**src/rtl/tbec_encoder_stream.sv**
```systemverilog
// Streaming TBEC encoder: 16-bit data -> 32-bit codeword behind a DEPTH-entry buffer.
// Define TBEC_ERR_INJECT_EN to add the err_mask port (XORed into stored codewords).
module tbec_encoder_stream #(
    parameter int DEPTH = 2,
    parameter int CNT_W = 16
) (
    input  logic             clk,
    input  logic             rst,
    input  logic             in_valid,
    output logic             in_ready,
    input  logic [15:0]      in_data,
    output logic             out_valid,
    input  logic             out_ready,
    output logic [31:0]      out_word,
    output logic [CNT_W-1:0] words_encoded
`ifdef TBEC_ERR_INJECT_EN
    ,
    input  logic [31:0]      err_mask
`endif
);

    localparam int PW = (DEPTH > 1) ? $clog2(DEPTH) : 1;
    localparam int CW = $clog2(DEPTH + 1);
    localparam logic [CW-1:0] FULL = CW'(DEPTH);

    logic [31:0]      mem_q [DEPTH];
    logic [PW-1:0]    wr_q, wr_d;
    logic [PW-1:0]    rd_q, rd_d;
    logic [CW-1:0]    cnt_q, cnt_d;
    logic [CNT_W-1:0] words_q, words_d;

    logic push, pop;
    logic [31:0] enc_w, store_w;

    logic a1, a2, a3, a4, b1, b2, b3, b4;
    logic c1, c2, c3, c4, d1, d2, d3, d4;

    always_comb begin
        {a1, a2, a3, a4} = {in_data[15], in_data[11], in_data[7], in_data[3]};
        {b1, b2, b3, b4} = {in_data[14], in_data[10], in_data[6], in_data[2]};
        {c1, c2, c3, c4} = {in_data[13], in_data[9], in_data[5], in_data[1]};
        {d1, d2, d3, d4} = {in_data[12], in_data[8], in_data[4], in_data[0]};
        enc_w = {
            in_data,
            a1 ^ b2 ^ c1 ^ d2,
            a4 ^ b3 ^ c4 ^ d3,
            a2 ^ b1 ^ c2 ^ d1,
            a3 ^ b4 ^ c3 ^ d4,
            a1 ^ a2 ^ b1 ^ b2,
            c3 ^ c4 ^ d3 ^ d4,
            c1 ^ c2 ^ d1 ^ d2,
            a3 ^ a4 ^ b3 ^ b4,
            a1 ^ a3, a2 ^ a4,
            b1 ^ b3, b2 ^ b4,
            c1 ^ c3, c2 ^ c4,
            d1 ^ d3, d2 ^ d4
        };
    end

`ifdef TBEC_ERR_INJECT_EN
    assign store_w = enc_w ^ err_mask;
`else
    assign store_w = enc_w;
`endif

    assign in_ready      = (cnt_q < FULL) && !rst;
    assign out_valid     = (cnt_q != '0);
    assign out_word      = out_valid ? mem_q[rd_q] : 32'h0;
    assign words_encoded = words_q;

    assign push = in_valid && in_ready;
    assign pop  = out_valid && out_ready;

    always_comb begin
        wr_d    = wr_q;
        rd_d    = rd_q;
        cnt_d   = cnt_q;
        words_d = words_q;
        if (push) wr_d = wr_q + 1'b1;
        if (pop) begin
            rd_d    = rd_q + 1'b1;
            words_d = words_q + 1'b1;
        end
        if (push && !pop) cnt_d = cnt_q + 1'b1;
        else if (pop && !push) cnt_d = cnt_q - 1'b1;
    end

    always_ff @(posedge clk) begin
        if (rst) begin
            wr_q    <= '0;
            rd_q    <= '0;
            cnt_q   <= '0;
            words_q <= '0;
        end else begin
            wr_q    <= wr_d;
            rd_q    <= rd_d;
            cnt_q   <= cnt_d;
            words_q <= words_d;
        end
    end

    // Payload storage needs no reset; occupancy gates visibility.
    always_ff @(posedge clk) begin
        if (push) mem_q[wr_q] <= store_w;
    end

endmodule
```
**config.mk**
```make
export PLATFORM = sky130hd
export DESIGN_NAME = tbec_encoder_stream
export DESIGN_NICKNAME = d
export VERILOG_FILES = /design/src/rtl/tbec_encoder_stream.sv
export SDC_FILE = /design/constraint.sdc
export NUM_CORES = 1
export LEC_CHECK = 0
export ABC_AREA = 1
export CAP_MARGIN = 25
export CORE_UTILIZATION = 54
export CTS_BUF_LIST = sky130_fd_sc_hd__clkbuf_4
export DETAILED_ROUTE_END_ITERATION = 7
export HOLD_SLACK_MARGIN = 0.1
export PLACE_DENSITY_LB_ADDON = 0.08
export SYNTH_ARGS = -nofsm -noshare
export SYNTH_HDL_FRONTEND = slang
export SYNTH_SLANG_ARGS = --single-unit
```
**constraint.sdc**
```tcl
create_clock -name clk -period 2.7 [get_ports clk]
set_input_delay 0.27 -clock clk [delete_from_list [all_inputs] [get_ports clk]]
set_output_delay 0.27 -clock clk [all_outputs]
set_load 0.005 [all_outputs]
```
==> reports/results.tsv, run 1 <==
stage	metric	value	unit
routing	vias per inst	5.18	
timing	Max Transition Viols Final	0	
worst_setup_path	CP Max Fanout	24	
cts	CTS tree	built	
cts	Inserted Clock Buffers	9	
timing	Slew headroom	0.710	
worst_setup_path	r2r endpoint	cnt_q[1]	
worst_setup_path	critical path class	flip-flop to primary output	
run_status	failing checks	design-rule violations	
cells_and_area	n_diodes	0	
cts	clk buf depth	2	
timing	Final setup viols	0	
pwr	Pleak	1.66	nW
global_route	number of global-route vias before repair	2537	
worst_setup_path	cells along the critical path	inv_1 -> buf_12 -> nand2_1 -> a21oi_1 -> clkdlybuf4s50_1	
cells_and_area	Final Non-Filler Cells	504	
worst_hold_path	worst hold path type	flip-flop to flip-flop	
timing	f_max	435	MHz
routing	# DRC	6	
yosys	Simple-Gate Fraction of Synth Area	0.171	
yosys	post-synth top area share	0.528	
global_route	first-pass GRT wire length	11.9	mm
cts	worst skew pair latency	0.41	ns
yosys	most common cell in the synthesized netlist	nand2_1	
worst_setup_path	CP max-delay cell	clkdlybuf4s50_1	
timing	fin crit share	0.852	
worst_setup_path	cell count of the worst reg-to-reg path	8	
yosys	leading area contributor after synthesis	edfxtp_1	
place	Port Buffer Count	69	
routing	drt initial violations	146	
cells_and_area	multi-input logic area	1160	µm²
worst_setup_path	CP Capture Type	primary output	
run	max-cap violations	0	
cells_and_area	Nets	444	
die	Die Y	84.1	µm
cells_and_area	layout cells sized above 1	0.0703	
worst_setup_path	CP Launch Type	flip-flop	
cts	Root Buffer	clkbuf_4	
yosys	Netlist cell types	22	
cells_and_area	fillers	491	
timing	Fin Setup TNS	0	ns
place	placer congestion estimate	0.858	
timing	hold_ws	0.467	ns
yosys	mux contribution to synthesized area	0	
routing	Wirelength per Cell	14.2	µm
pwr	Pwr Density	755	nW/µm²
yosys	post-synthesis xor/xnor area fraction	0.0674	
yosys	largest cells by area after synthesis	edfxtp_1 (53%), dfxtp_1 (12%), nand2_1 (9.5%), a21oi_1 (6.0%), xor2_1 (3.6%)	
global_route	global route total overflow	0	
yosys	Mapped Area	3640	µm²
yosys	sequential share of the synthesized area	0.643	
cts	Post-CTS Setup Bufs	0	
cells_and_area	area grow syn2layout	26.4	%
yosys	Most used DFF post-synth	edfxtp_1	
worst_setup_path	R2R Setup Slk	1.03	ns
timing	Slew @ Worst Pin	0.435	ns
cells_and_area	Reg area	2340	µm²
timing	Worst Skew	0.00535	ns
routing	Routed Antenna Nets	0	
die	Row Count	29	
cts	# resized after CTS	0	
cts	CTS sink cnt	85	
global_route	maximum number of pins on one net before global-route repair	34	
run_status	status	finished with violations	
yosys	post-synthesis instance total	347	
routing	drt pass-1 iters	6	
yosys	largest family of logic cells by synthesized area	simple AND/OR/NAND/NOR gates	
place	hpwl dp	4.79	mm
die	Die W	84.1	µm
cts	CTS Hold Bufs	0	
die	die area	7080	µm²
routing	via count	2613	
place	Placed Cells	488	
worst_setup_path	Worst R2R Start	cnt_q[1]	
die	Core Region	6420	µm²
global_route	antenna violations before repair	0	
pwr	Power, Total	0.00347	W
yosys	share of async-settable or async-resettable flops after synthesis	0	
worst_setup_path	CP max stage delay	0.53	ns
cts	clock-pin slew on the worst setup and hold paths	0.12	ns
yosys	Yosys warnings	0	
yosys	Synth Area in Adders	0.00687	
worst_setup_path	CP arrival	2.03	ns
worst_setup_path	crit path to	out_word[0]	
timing	RSZ-0062 raised after global routing	no	
cts	H-tree levels	3	
routing	WL final	7.16	mm
die	# IOs	70	
die	Initial Util	0.567	
global_route	Total GRT Usage	0.223	
timing	final hold vios	0	
yosys	Mean Syn Cell Area	10.5	µm²
yosys	number of synthesized flops with an enable pin	64	
yosys	Yosys reg bits	85	
yosys	Synth Net Count	369	
timing	Tmin final	2.30	ns
pwr	Max VDD drop	0.417	mV
yosys	Compound-Gate Fraction of Synth Area	0.0729	
yosys	most frequent cells after synthesis	nand2_1 (92), edfxtp_1 (64), a21oi_1 (44), nor2_1 (31), inv_1 (23)	
worst_setup_path	Crit path required time	2.43	ns
==> layout by cell type, fill, tap and decap left out <==
cell type,n
nand2_1,92
clkdlybuf4s50_1,69
edfxtp_1,64
a21oi_1,44
nor2_1,29
inv_1,23
dfxtp_1,21
xor2_1,15
xnor2_1,13
clkbuf_4,11
o21ai_0,9
nand3_1,9
buf_4,6
nor2_2,4
nand4_1,3
nor2_4,2
ha_1,2
clkinv_1,2
bufinv_16,2
nor2_8,1
nand3_4,1
nor3b_1,1
nor3b_2,1
nor3_1,1
clkinvlp_4,1
buf_12,1
==> how the worst min path moves through the flow <==
stage / slack [ns] / end / cells past startpoint / start
finish: 0.47 / rd_q / 1 / rd_q
floorplan: 0.34 / words_encoded[6] / 1 / rst
global placement: 0.44 / rd_q / 1 / rd_q
global route: 0.50 / rd_q / 1 / rd_q
detailed placement: 0.45 / rd_q / 1 / rd_q
CTS: 0.47 / rd_q / 1 / rd_q
==> cell families (layout without fill, tap and decap cells) <==
logic type | Yosys count | count (layout)
buffers and inverters | 35 | 115
adders and majority gates | 2 | 2
AOI/OAI and AO/OA | 53 | 53
xor gates and xnor gates | 28 | 28
DFF | 85 | 85
and+or+nand+nor | 144 | 144
==> worst max-delay path, delay by kind of cell, from the launching register on <==
kind                   cells  cell delay [ns]
buffers and inverters      3             1.01
DFF                        1             0.35
AOI/OAI and AO/OA          1             0.18
and+or+nand+nor            1             0.06
==> registers in the layout, summed over array words and instances, names as in the netlist, named ones only <==
| signal | cells |
|---|---|
| cnt_q | 2 |
| mem_q | 64 |
| wr_q | 1 |
| words_encoded | 16 |
| rd_q | 1 |
==> report_power, final <==
part	total (W)	switching [W]	internal, W	leakage, nW
clock	0.000790	0.000399	0.000391	0.0822
combinational	0.00111	0.000562	0.000545	0.820
sequential	0.00157	0.0000450	0.00153	0.756
==> metrics by stage <==
stage	utilization	area [µm²]	setup slack, ns
after floorplan	-	3640	0.283
after global placement	0.692	4440	0.753
after detailed placement	0.692	4440	0.696
after CTS	0.717	4600	0.356
after global routing	0.717	4600	0.281
final	0.717	4600	0.400
==> per-layer routing <==
layer  vias to the layer above  wire, µm  track usage
met3                        11       364       0.0406
li1                       1306         -            -
met1                      1216      2980        0.258
met2                        80      3660        0.398
met4                         0       156        0.113
met5                         -         0            0
==> cell type report <==
cell class	instances	share of cell area
Clock buffer	11	0.0179
Clock inverter	5	0.0163
Inverter	23	0.0188
Multi-Input combinational cell	227	0.253
Sequential cell	85	0.509
Tap cell	77	0.0209
Timing Repair Buffer	76	0.164
No activity file was read; power rests on OpenSTA's default activity.
==> inputs of run 2 (changes only) <==
--- a/config.mk
+++ b/config.mk
@@ -7,6 +7,7 @@
 export LEC_CHECK = 0
 export ABC_AREA = 1
 export CAP_MARGIN = 25
+export CORE_ASPECT_RATIO = 0.9
 export CORE_UTILIZATION = 54
 export CTS_BUF_LIST = sky130_fd_sc_hd__clkbuf_4
 export DETAILED_ROUTE_END_ITERATION = 7
==> run 2 against run 1 <==
Compared with the run above:
- critical path depth stayed put
- sequential share of layout area is 0.17 points higher
- the flow now finishes without violations
- hold slack better by 0.0033 ns
- largest cell class unchanged
- critical endpoint is now out_word[1]
- setup slack worse by 0.034 ns
- total power is 1.7% lower
- maximum frequency is 1.5% lower
==> reports/results.tsv, run 2 (synthesis results as in run 1) <==
stage	metric	value	unit
worst_setup_path	CP Max Fanout	23	
cts	CTS Hold Bufs	0	
cells_and_area	area grow syn2layout	26.0	%
global_route	Total GRT Usage	0.237	
global_route	first-pass GRT wire length	12.2	mm
worst_setup_path	CP max stage delay	0.54	ns
worst_setup_path	cell count of the worst reg-to-reg path	8	
worst_setup_path	CP Launch Type	flip-flop	
cells_and_area	Core Util, Final	0.700	
timing	Worst Skew	0.00991	ns
worst_setup_path	critical path class	flip-flop to primary output	
die	# IOs	70	
run	max-cap violations	0	
cells_and_area	Final Non-Filler Cells	516	
pwr	Pleak	1.64	nW
cts	worst skew pair latency	0.42	ns
worst_setup_path	CP Capture Type	primary output	
worst_setup_path	cells along the critical path	inv_1 -> buf_12 -> nand2_1 -> a21oi_1 -> clkdlybuf4s50_1	
worst_setup_path	CP max-delay cell	clkdlybuf4s50_1	
global_route	maximum number of pins on one net before global-route repair	34	
worst_setup_path	crit path to	out_word[1]	
timing	Tmin final	2.33	ns
cells_and_area	post-route cell area	4590	µm²
cts	Post-CTS Setup Bufs	0	
die	Row Count	28	
routing	drt pass-1 iters	4	
routing	# DRC	0	
routing	WL final	7.74	mm
pwr	Max VDD drop	0.445	mV
worst_setup_path	Worst R2R Start	cnt_q[1]	
die	Core Region	6550	µm²
cells_and_area	Nets	443	
worst_setup_path	Crit path required time	2.43	ns
die	Die Y	79.9	µm
place	placer congestion estimate	0.825	
timing	RSZ-0062 raised after global routing	no	
timing	Slew headroom	0.706	
cells_and_area	n_diodes	0	
cells_and_area	commonest cells after routing, fill and taps aside	nand2_1 (92), clkdlybuf4s50_1 (69), edfxtp_1 (64), a21oi_1 (44), nor2_1 (29)	
place	hpwl dp	5.28	mm
worst_hold_path	worst hold path type	flip-flop to flip-flop	
timing	Fin Setup TNS	0	ns
timing	Max Transition Viols Final	0	
cells_and_area	Top reg by flops	mem_q	
cts	clk buf depth	2	
cts	CTS tree	built	
routing	Routed Antenna Nets	0	
die	die area	7080	µm²
worst_setup_path	R2R Setup Slk	1.04	ns
pwr	Pwr Density	744	nW/µm²
cells_and_area	commonest non-fill, non-tap cell in the layout	nand2_1	
routing	drt initial violations	158	
worst_setup_path	r2r endpoint	cnt_q[1]	
cells_and_area	layout cells sized above 1	0.0704	
cts	# resized after CTS	0	
timing	Final setup viols	0	
cells_and_area	max FFs per register	64	
routing	vias per inst	5.08	
timing	Slew @ Worst Pin	0.441	ns
routing	Wirelength per Cell	15.0	µm
place	Port Buffer Count	69	
cts	Inserted Clock Buffers	9	
worst_setup_path	CP arrival	2.06	ns
cts	Root Buffer	clkbuf_4	
global_route	number of global-route vias before repair	2477	
global_route	global route total overflow	0	
timing	final hold vios	0	
global_route	antenna violations before repair	0	
die	Initial Util	0.556	
cts	H-tree levels	3	
run_status	status	finished clean	
timing	f_max	428	MHz
timing	fin crit share	0.864	
place	dpl cell area	4450	µm²
place	Placed Cells	500	
cts	clock-pin slew on the worst setup and hold paths	0.13	ns
die	Die W	88.6	µm
cts	CTS sink cnt	85	
routing	via count	2621	
-- run 2: changes by cell type in the layout (fill, tap and decap cells not counted), sizes merged --
cell / before / now
buf: 7 / 6
bufinv: 2 / 1
clkbuf: 11 / 9
clkinv: 2 / 3
clkinvlp: 1 / 3
-- run 2: cell type report --
class | count | area [µm²]
Multi-Input combinational cell | 227 | 1160
Inverter | 23 | 86.3
Timing Repair Buffer | 75 | 748
Clock buffer | 9 | 67.6
Clock inverter | 7 | 66.3
Fill cell | 503 | 1960
Sequential cell | 85 | 2340
Tap cell | 90 | 113
-- run 2: worst min-delay path by stage --
stage                     start                to  slack [ns]  depth (start not counted)
after CTS                  rd_q              rd_q        0.47                          1
after global placement     rd_q              rd_q        0.44                          1
after global routing       rd_q              rd_q        0.49                          1
final                      rd_q              rd_q        0.47                          1
after floorplan             rst  words_encoded[6]        0.34                          1
after detailed placement   rd_q              rd_q        0.45                          1
-- run 2: critical path, delay by kind of cell (launching register included) --
kind                   cells  cell delay [ns]
AOI/OAI and AO/OA          1             0.19
buffers and inverters      3             1.05
and+or+nand+nor            1             0.07
DFF                        1             0.33
-- run 2: power breakdown --
part           leakage (nW)  total, W  internal (W)  switching, W
Clock                0.0654  0.000706      0.000276      0.000431
Sequential            0.756   0.00158       0.00153     0.0000457
Combinational         0.815   0.00113      0.000545      0.000586
-- run 2: routing by layer --
metal	wire length [µm]	vias to the layer above	track usage
met5	0	-	0
met4	89	0	0.0823
met3	364	8	0.0527
met2	3470	75	0.346
met1	3820	1229	0.347
li1	-	1309	-
-- run 2: per-stage QoR --
| stage | setup WS (ns) | hold slack [ns] | total power (W) |
|---|---|---|---|
| final | 0.366 | 0.470 | 0.00341 |
| after global routing | 0.235 | 0.489 | 0.00358 |
| after CTS | 0.336 | 0.470 | 0.00344 |
| after detailed placement | 0.569 | 0.446 | 0.00275 |
| after global placement | 0.660 | 0.441 | 0.00271 |
| after floorplan | 0.283 | 0.340 | 0.00213 |
==> inputs of run 3 (changes only) <==
--- a/config.mk
+++ b/config.mk
@@ -13,6 +13,7 @@
 export DETAILED_ROUTE_END_ITERATION = 7
 export HOLD_SLACK_MARGIN = 0.1
 export PLACE_DENSITY_LB_ADDON = 0.08
+export SETUP_SLACK_MARGIN = 0.3
 export SYNTH_ARGS = -nofsm -noshare
 export SYNTH_HDL_FRONTEND = slang
 export SYNTH_SLANG_ARGS = --single-unit
==> run 3 against run 2 <==
Compared with the run above:
- combinational power about the same
- count of clock-buffer cells in the layout stayed put
- via count increased by 0.31%
- design area up 0.19%
- utilization up 0.13 points
- non-clock buffer count is 2 higher
- critical path depth stayed put
- largest cell class unchanged
==> reports/results.tsv, run 3 (synthesis results as in run 1) <==
stage	metric	value	unit
pwr	Power, Total	0.00341	W
global_route	maximum number of pins on one net before global-route repair	33	
cells_and_area	max FFs per register	64	
cells_and_area	commonest non-fill, non-tap cell in the layout	nand2_1	
global_route	number of global-route vias before repair	2446	
worst_setup_path	CP Capture Type	primary output	
routing	# DRC	0	
worst_setup_path	R2R Setup Slk	0.83	ns
routing	drt initial violations	152	
place	Port Buffer Count	69	
cells_and_area	Top reg by flops	mem_q	
timing	Slew @ Worst Pin	0.473	ns
cells_and_area	area grow syn2layout	26.2	%
pwr	Max VDD drop	0.530	mV
die	die area	7080	µm²
worst_setup_path	Crit path required time	2.43	ns
routing	vias per inst	5.08	
cts	worst skew pair latency	0.42	ns
cts	CTS tree	built	
routing	drt pass-1 iters	5	
cells_and_area	layout cells sized above 1	0.0724	
timing	Max Transition Viols Final	0	
cells_and_area	fillers	539	
timing	Worst Skew	0.0138	ns
die	Die Y	79.9	µm
worst_hold_path	worst hold path type	flip-flop to flip-flop	
cts	H-tree levels	3	
timing	fin crit share	0.830	
global_route	Total GRT Usage	0.231	
routing	Routed Antenna Nets	0	
die	# IOs	70	
cts	CTS Hold Bufs	0	
worst_setup_path	CP arrival	1.97	ns
global_route	global route total overflow	0	
die	Row Count	28	
worst_setup_path	critical path class	flip-flop to primary output	
routing	WL final	7.45	mm
routing	via count	2629	
routing	Wirelength per Cell	14.4	µm
timing	final hold vios	0	
cts	clock-pin slew on the worst setup and hold paths	0.12	ns
place	dpl cell area	4450	µm²
pwr	Pwr Density	741	nW/µm²
die	Initial Util	0.556	
timing	Tmin final	2.24	ns
cells_and_area	post-route cell area	4600	µm²
cells_and_area	n_diodes	0	
worst_setup_path	CP Max Fanout	19	
run_status	status	finished clean	
pwr	Pleak	1.64	nW
die	Die W	88.6	µm
cells_and_area	Nets	445	
worst_setup_path	CP Launch Type	flip-flop	
global_route	antenna violations before repair	0	
cells_and_area	commonest cells after routing, fill and taps aside	nand2_1 (92), clkdlybuf4s50_1 (69), edfxtp_1 (64), a21oi_1 (44), nor2_1 (29)	
global_route	first-pass GRT wire length	11.8	mm
run	max-cap violations	0	
timing	Fin Setup TNS	0	ns
cts	Inserted Clock Buffers	9	
cts	CTS sink cnt	85	
timing	Slew headroom	0.684	
die	Core Region	6550	µm²
cts	Root Buffer	clkbuf_4	
timing	RSZ-0062 raised after global routing	no	
place	hpwl dp	5.08	mm
cts	clk buf depth	2	
timing	f_max	446	MHz
place	placer congestion estimate	0.785	
timing	Final setup viols	0	
==> run 3: cell types whose count changed in the layout (fill, tap and decap cells not counted), sizes merged <==
cell | before | now
inv | 23 | 24
buf | 6 | 8
clkinvlp | 3 | 2
==> run 3: critical path, cell delays in order (launching register included) <==
cell             delay [ns]
dfxtp_4                0.42
inv_1                  0.10
buf_6                  0.20
nand2_1                0.07
a21oi_1                0.22
clkdlybuf4s50_1        0.55
==> run 3: metal layers <==
layer / part of all wire / routed length, µm / global-route usage / vias to the layer above
li1: - / - / - / 1308
met1: 0.47 / 3500 / 0.326 / 1239
met2: 0.46 / 3460 / 0.350 / 73
met3: 0.055 / 409 / 0.0662 / 9
met4: 0.011 / 83 / 0.0629 / 0
met5: 0 / 0 / 0 / -
==> run 3: timing repair <==
action / 4_1_cts / 5_1_grt
pin swaps: 1 / 0
endpoints found under the setup margin: 9 / 2
gates resized for setup: 1 / 2
setup buffers: 1 / 0
hold endpoints to repair: 0 / 0
==> run 3: power breakdown <==
group          internal [W]  switching, W  leakage, nW
clock network      0.000276      0.000416       0.0651
logic              0.000558      0.000566        0.819
registers           0.00153     0.0000583        0.757
==> run 3: layout make-up <==
type	count	area, µm²	area share
Sequential cell	85	2350	0.510
Multi-Input combinational cell	227	1160	0.253
Timing Repair Buffer	77	754	0.164
Tap cell	90	113	0.0245
Inverter	23	86.3	0.0188
Clock buffer	9	67.6	0.0147
Clock inverter	7	65.1	0.0142
==> run 3: metrics by stage <==
step | instances | util | setup slack (ns) | hold WS (ns)
after global placement | 501 | 0.679 | 0.675 | 0.439
after global routing | 518 | 0.701 | 0.357 | 0.481
after CTS | 518 | 0.701 | 0.375 | 0.459
after floorplan | 347 | - | 0.298 | 0.340
after detailed placement | 501 | 0.679 | 0.593 | 0.444
final | 518 | 0.701 | 0.460 | 0.455
==> run 3: path summary, 6_finish.rpt <==
check / startpoint / to / depth (start not counted)
min: rd_q / flip-flop / 1
max reg2reg: cnt_q[1] / cnt_q[1] / 9
min reg2reg: rd_q / flip-flop / 1
max: flip-flop / out_word[20] / 5
